### src/rtl/channel_burst_injector.sv
// Controlled-corruption channel between encoder and decoder: flips selected symbol bits using a
// periodic, LFSR-random or burst pattern and keeps symbol and flipped-bit counters per run.
module channel_burst_injector #(
  parameter int unsigned N    = 5,
  parameter logic [15:0] SEED = 16'hACE1
) (
  input  logic        clk,
  input  logic        rst,
  input  logic [1:0]  sym_i,
  input  logic        valid_i,
  input  logic        start_i,
  input  logic [1:0]  mode_i,
  input  logic [1:0]  mask_i,
  input  logic [3:0]  burst_len_i,
  input  logic [7:0]  rate_i,
  input  logic [15:0] window_i,
  output logic [1:0]  sym_o,
  output logic        valid_o,
  output logic        err_o,
  output logic [15:0] sym_ct_o,
  output logic [15:0] flip_ct_o,
  output logic        busy_o
);

  localparam logic [1:0] StIdle = 2'd0;
  localparam logic [1:0] StRun  = 2'd1;
  localparam logic [1:0] StDone = 2'd2;

  localparam logic [1:0] ModePass     = 2'b00;
  localparam logic [1:0] ModePeriodic = 2'b01;
  localparam logic [1:0] ModeRandom   = 2'b10;
  localparam logic [1:0] ModeBurst    = 2'b11;

  // An all-zero seed would lock the LFSR.
  localparam logic [15:0] SeedEff = (SEED == 16'h0000) ? 16'h0001 : SEED;
  localparam logic [8:0]  Period  = 9'(2 ** N);

  logic [1:0]  state_q, state_d;
  logic [15:0] sym_ct_q, sym_ct_d;
  logic [15:0] flip_ct_q, flip_ct_d;
  logic [15:0] lfsr_q, lfsr_d;
  logic [1:0]  sym_q, sym_d;
  logic        valid_q, valid_d;
  logic        err_q, err_d;

  logic [8:0]  phase;
  logic [8:0]  burst_min;
  logic [8:0]  burst_thr;
  logic        hit;
  logic [1:0]  popcnt;
  logic [16:0] flip_sum;
  logic [15:0] flip_sat;
  logic [15:0] sym_ct_inc;
  logic [15:0] lfsr_step;

  always_comb begin
    phase     = 9'(sym_ct_q[N-1:0]);
    burst_min = ({5'd0, burst_len_i} > Period) ? Period : {5'd0, burst_len_i};
    burst_thr = Period - burst_min;
    unique case (mode_i)
      ModePeriodic: hit = (phase == Period - 9'd1);
      ModeRandom:   hit = (lfsr_q[7:0] < rate_i);
      ModeBurst:    hit = (phase >= burst_thr);
      ModePass:     hit = 1'b0;
      default:      hit = 1'b0;
    endcase
  end

  assign popcnt     = {1'b0, mask_i[0]} + {1'b0, mask_i[1]};
  assign flip_sum   = {1'b0, flip_ct_q} + {15'd0, popcnt};
  assign flip_sat   = flip_sum[16] ? 16'hFFFF : flip_sum[15:0];
  assign sym_ct_inc = sym_ct_q + 16'd1;

  // Galois form of x^16+x^14+x^13+x^11+1, shifting right.
  assign lfsr_step = {lfsr_q[0], lfsr_q[15], lfsr_q[14] ^ lfsr_q[0], lfsr_q[13] ^ lfsr_q[0],
                      lfsr_q[12], lfsr_q[11] ^ lfsr_q[0], lfsr_q[10:1]};

  always_comb begin
    state_d   = state_q;
    sym_ct_d  = sym_ct_q;
    flip_ct_d = flip_ct_q;
    lfsr_d    = lfsr_q;
    valid_d   = valid_i;
    sym_d     = valid_i ? sym_i : 2'b00;
    err_d     = 1'b0;

    if (start_i) begin
      // The start symbol passes clean and is not counted.
      state_d   = StRun;
      sym_ct_d  = 16'd0;
      flip_ct_d = 16'd0;
    end else if (state_q == StRun && valid_i) begin
      sym_ct_d = sym_ct_inc;
      lfsr_d   = lfsr_step;
      if (hit) begin
        sym_d     = sym_i ^ mask_i;
        err_d     = 1'b1;
        flip_ct_d = flip_sat;
      end
      if (window_i != 16'd0 && sym_ct_inc == window_i) begin
        state_d = StDone;
      end
    end
  end

  always_ff @(posedge clk) begin
    if (rst) begin
      state_q   <= StIdle;
      sym_ct_q  <= 16'd0;
      flip_ct_q <= 16'd0;
      lfsr_q    <= SeedEff;
      sym_q     <= 2'b00;
      valid_q   <= 1'b0;
      err_q     <= 1'b0;
    end else begin
      state_q   <= state_d;
      sym_ct_q  <= sym_ct_d;
      flip_ct_q <= flip_ct_d;
      lfsr_q    <= lfsr_d;
      sym_q     <= sym_d;
      valid_q   <= valid_d;
      err_q     <= err_d;
    end
  end

  assign sym_o     = sym_q;
  assign valid_o   = valid_q;
  assign err_o     = err_q;
  assign sym_ct_o  = sym_ct_q;
  assign flip_ct_o = flip_ct_q;
  assign busy_o    = (state_q == StRun);

endmodule
### config.mk
export PLATFORM = sky130hd
export DESIGN_NAME = channel_burst_injector
export DESIGN_NICKNAME = d
export VERILOG_FILES = /design/src/rtl/channel_burst_injector.sv
export SDC_FILE = /design/constraint.sdc
export NUM_CORES = 1
export LEC_CHECK = 0
export BUFFER_PORTS_ARGS = -buffer_cell sky130_fd_sc_hd__clkbuf_2
export CORE_MARGIN = 8
export CORE_UTILIZATION = 51
export CTS_BUF_LIST = sky130_fd_sc_hd__clkbuf_4
export CTS_CLUSTER_DIAMETER = 80
export DETAILED_ROUTE_END_ITERATION = 12
export GPL_ROUTABILITY_DRIVEN = 0
export GPL_TIMING_DRIVEN = 0
export PLACE_DENSITY_LB_ADDON = 0.1
export SLEW_MARGIN = 15
export SYNTH_ARGS = -nofsm -noshare
export SYNTH_HDL_FRONTEND = slang
export SYNTH_SLANG_ARGS = --single-unit
### constraint.sdc
create_clock -name clk -period 2.5 [get_ports clk]
set_input_delay 0.25 -clock clk [delete_from_list [all_inputs] [get_ports clk]]
set_output_delay 0.25 -clock clk [all_outputs]
set_load 0.02 [all_outputs]
==> results_dict.tcl <==
set metrics [dict create \
    cp-start-kind "flip-flop" \
    setup_viol 0 \
    p_sw_frac 0.262 \
    syn_nets 462 \
    dr.pass1.iters 4 \
    placementRows 29 \
    layout-drive-gt1-share 0.246 \
    switching_power_uw 417 \
    start_util 0.522 \
    ir_worst_vdd_mv 0.298 \
    timing.rr.start "flip_ct_o[0]" \
    diodes 0 \
    layout.nets 549 \
    ys_seq_elements 54 \
    cts_tree "done" \
    clk_pin_slew_worst_paths_ns 0.17 \
    wire_per_inst_um 14.5 \
    ctsHoldBuffers 0 \
    p_int_uw 1170 \
    cts_buffers 5 \
    grt_pass1_vias 3008 \
    tightest_slew_ns 0.591 \
    grt_max_degree 18 \
    routed_wl_um 8270 \
    drv_cap 0 \
    cts.sinks 54 \
    async_flop_share 0 \
    drt_first_iter_violations 109 \
    placedCellCount 558 \
    yosys-top-cells-area "dfxtp_1 33%, nand2_1 6.2%, ha_1 6.1%, xor2_1 5.9%, nor2_1 4.4%" \
    hp-start "sym_i[0]" \
    ant_nets 0 \
    total_power_uw 1590 \
    synth_area_um2 3280 \
    route.detailed.drc 0 \
    syn_inst 407 \
    pwr-share-comb 0.127 \
    core_um2 6280 \
    fmax_ghz 0.420 \
    fin_cells 572 \
    status "complete, no violations" \
    fin_tns_setup_ns 0 \
    synth_top_area_share 0.330 \
    cts-root-buf "clkbuf_4" \
    synth-main-ff-cell "dfxtp_1" \
    via_per_inst 5.51 \
    area_growth_pct 19.7 \
    yosysTopAreaCell "dfxtp_1" \
    crit_fanout 10 \
    r2r_end "flip_ct_o[15]" \
    r2r_cells 12 \
    cp_data_required_time_ns 2.81 \
    pwr-share-seq 0.555 \
    dp_hpwl_um 6370 \
    reg2reg_slack_ns 0.12 \
    crit_path_end_kind "flip-flop" \
    period_minus_slack_ns 2.38 \
    hold-path-endpoint "sym_o[0]" \
    hold_class "in -> reg" \
    die-area_um2 9250 \
    slew_viol_final 0 \
    whs_path_depth 3 \
    clockBufferDepth 2 \
    avgSynthCellArea_um2 8.05 \
    powerDensity_nw_per_um2 406 \
    ys_seq_area_frac 0.330 \
    synth_edf_count 0 \
    timing.slew.headroom 0.603 \
    p_clk_frac 0.318 \
    htree_levels 2 \
    fp.dieH_um 96.2 \
    yosysUniqueCellTypes 59 \
    grt_antenna_before_repair 0 \
    io_buffers 74 \
    ys_warn_count 0 \
    io_pins 75 \
    fin_skew_ns 0.0199 \
    hold_viol 0 \
    grt_usage 0.182 \
    final_common_cell "clkbuf_2" \
    cp.arrival_ns 2.69 \
    grt_pass1_wl_um 13700 \
    grt_remaining_overflow 0 \
    insertion_delay_ns 0.39 \
    post-route-period-util 0.952 \
    die_width_um 96.2 \
    leakagePower_uw 0.00161 \
    layout_common_cells "75 x clkbuf_2, 54 x nand2_1, 51 x dfxtp_1" \
    vias 3152 \
    critPathKind "reg -> reg" \
]
==> logic make-up (layout without fill, tap and decap cells) <==
kind of cell    Yosys count  in the layout  synth area share
flops                    54             54             0.330
simple gates            179            179             0.273
fa+ha+maj                17             17            0.0672
mux                       2              2           0.00611
compound gates           79             79             0.172
xor+xnor                 36             36            0.0962
buf+inv                  40            128            0.0550
==> flip-flops by register name, indices dropped and copies added, names as in the netlist <==
register / cells
err_o: 1
flip_ct_o: 16
lfsr_q: 16
state_q: 2
sym_ct_o: 16
sym_o: 2
valid_o: 1
==> synthesized netlist by cell type (all sizes together) (5+ instances only) <==
library cell and instances:
nor4 5, a21oi 27, a211oi 7, nand2b 6, nor2 39, dfxtp 54
a311oi 9, nand3 21, nand2 54, ha 16, clkbuf 11, nor2b 5
inv 23, buf 6, nand4 13, nor3 9, o21ai 14, nand3b 7
xor2 22, xnor2 14
==> per-layer routing <==
layer / GRT usage / vias to the layer above / share of wire
met1: 0.231 / 1451 / 0.46
met4: 0.0538 / 0 / 0.016
li1: - / 1609 / -
met5: 0 / - / 0
met3: 0.0335 / 12 / 0.052
met2: 0.306 / 80 / 0.48
==> worst max path at each step <==
stage	startpoint	to	slack (ns)
3_3_place_gp	mask_i[0]	flip_ct_o[15]	-0.16
5_1_grt	flip_ct_o[0]	flip_ct_o[15]	-0.02
3_5_place_dp	mask_i[0]	flip_ct_o[15]	-0.19
2_1_floorplan	flip_ct_o[0]	flip_ct_o[15]	0.04
6_report	flip_ct_o[0]	flip_ct_o[15]	0.12
4_1_cts	sym_ct_o[1]	state_q[0]	0.004
==> cell type report <==
type | count | area [um^2]
Fill cell | 598 | 2360
Multi-Input combinational cell | 313 | 2060
Sequential cell | 54 | 1080
Timing Repair Buffer | 80 | 415
Buffer | 17 | 100
Tap cell | 77 | 96.3
Inverter | 23 | 86.3
Clock inverter | 3 | 43.8
Clock buffer | 5 | 37.5
==> power by group through the flow <==
stage | clock network [uW] | logic, uW | registers, uW
2_1_floorplan | 0 | 118 | 903
3_3_place_gp | 0 | 191 | 900
3_5_place_dp | 0 | 196 | 901
4_1_cts | 517 | 200 | 883
5_1_grt | 543 | 228 | 885
6_report | 506 | 202 | 883
==> worst max-delay path, cell delays in order (launching register included) <==
cell,delay [ns]
dfxtp_2,0.36
inv_1,0.05
fa_2,0.34
inv_2,0.09
ha_4,0.14
and3_4,0.20
and2b_2,0.18
nand3_1,0.11
or2_1,0.28
buf_6,0.15
o21ai_0,0.09
a21oi_2,0.08
a311oi_2,0.23
==> metrics by stage <==
step | util | cell area (um^2) | setup slack, ns | hold slack, ns
floorplan | - | 3280 | 0.0448 | 0.374
global placement | 0.597 | 3740 | -0.156 | 0.436
detailed placement | 0.597 | 3740 | -0.189 | 0.442
CTS | 0.618 | 3880 | 0.00427 | 0.0990
global route | 0.625 | 3920 | -0.0167 | 0.125
finish | 0.625 | 3920 | 0.119 | 0.114
==> repair_timing <==
item / 4_1_cts / 5_1_grt
pin swaps: 2 / 2
gates resized for setup: 5 / 11
buffers inserted: 5 / 1
endpoints found under the setup margin: 10 / 18
Power figures use the tool's default switching activity.
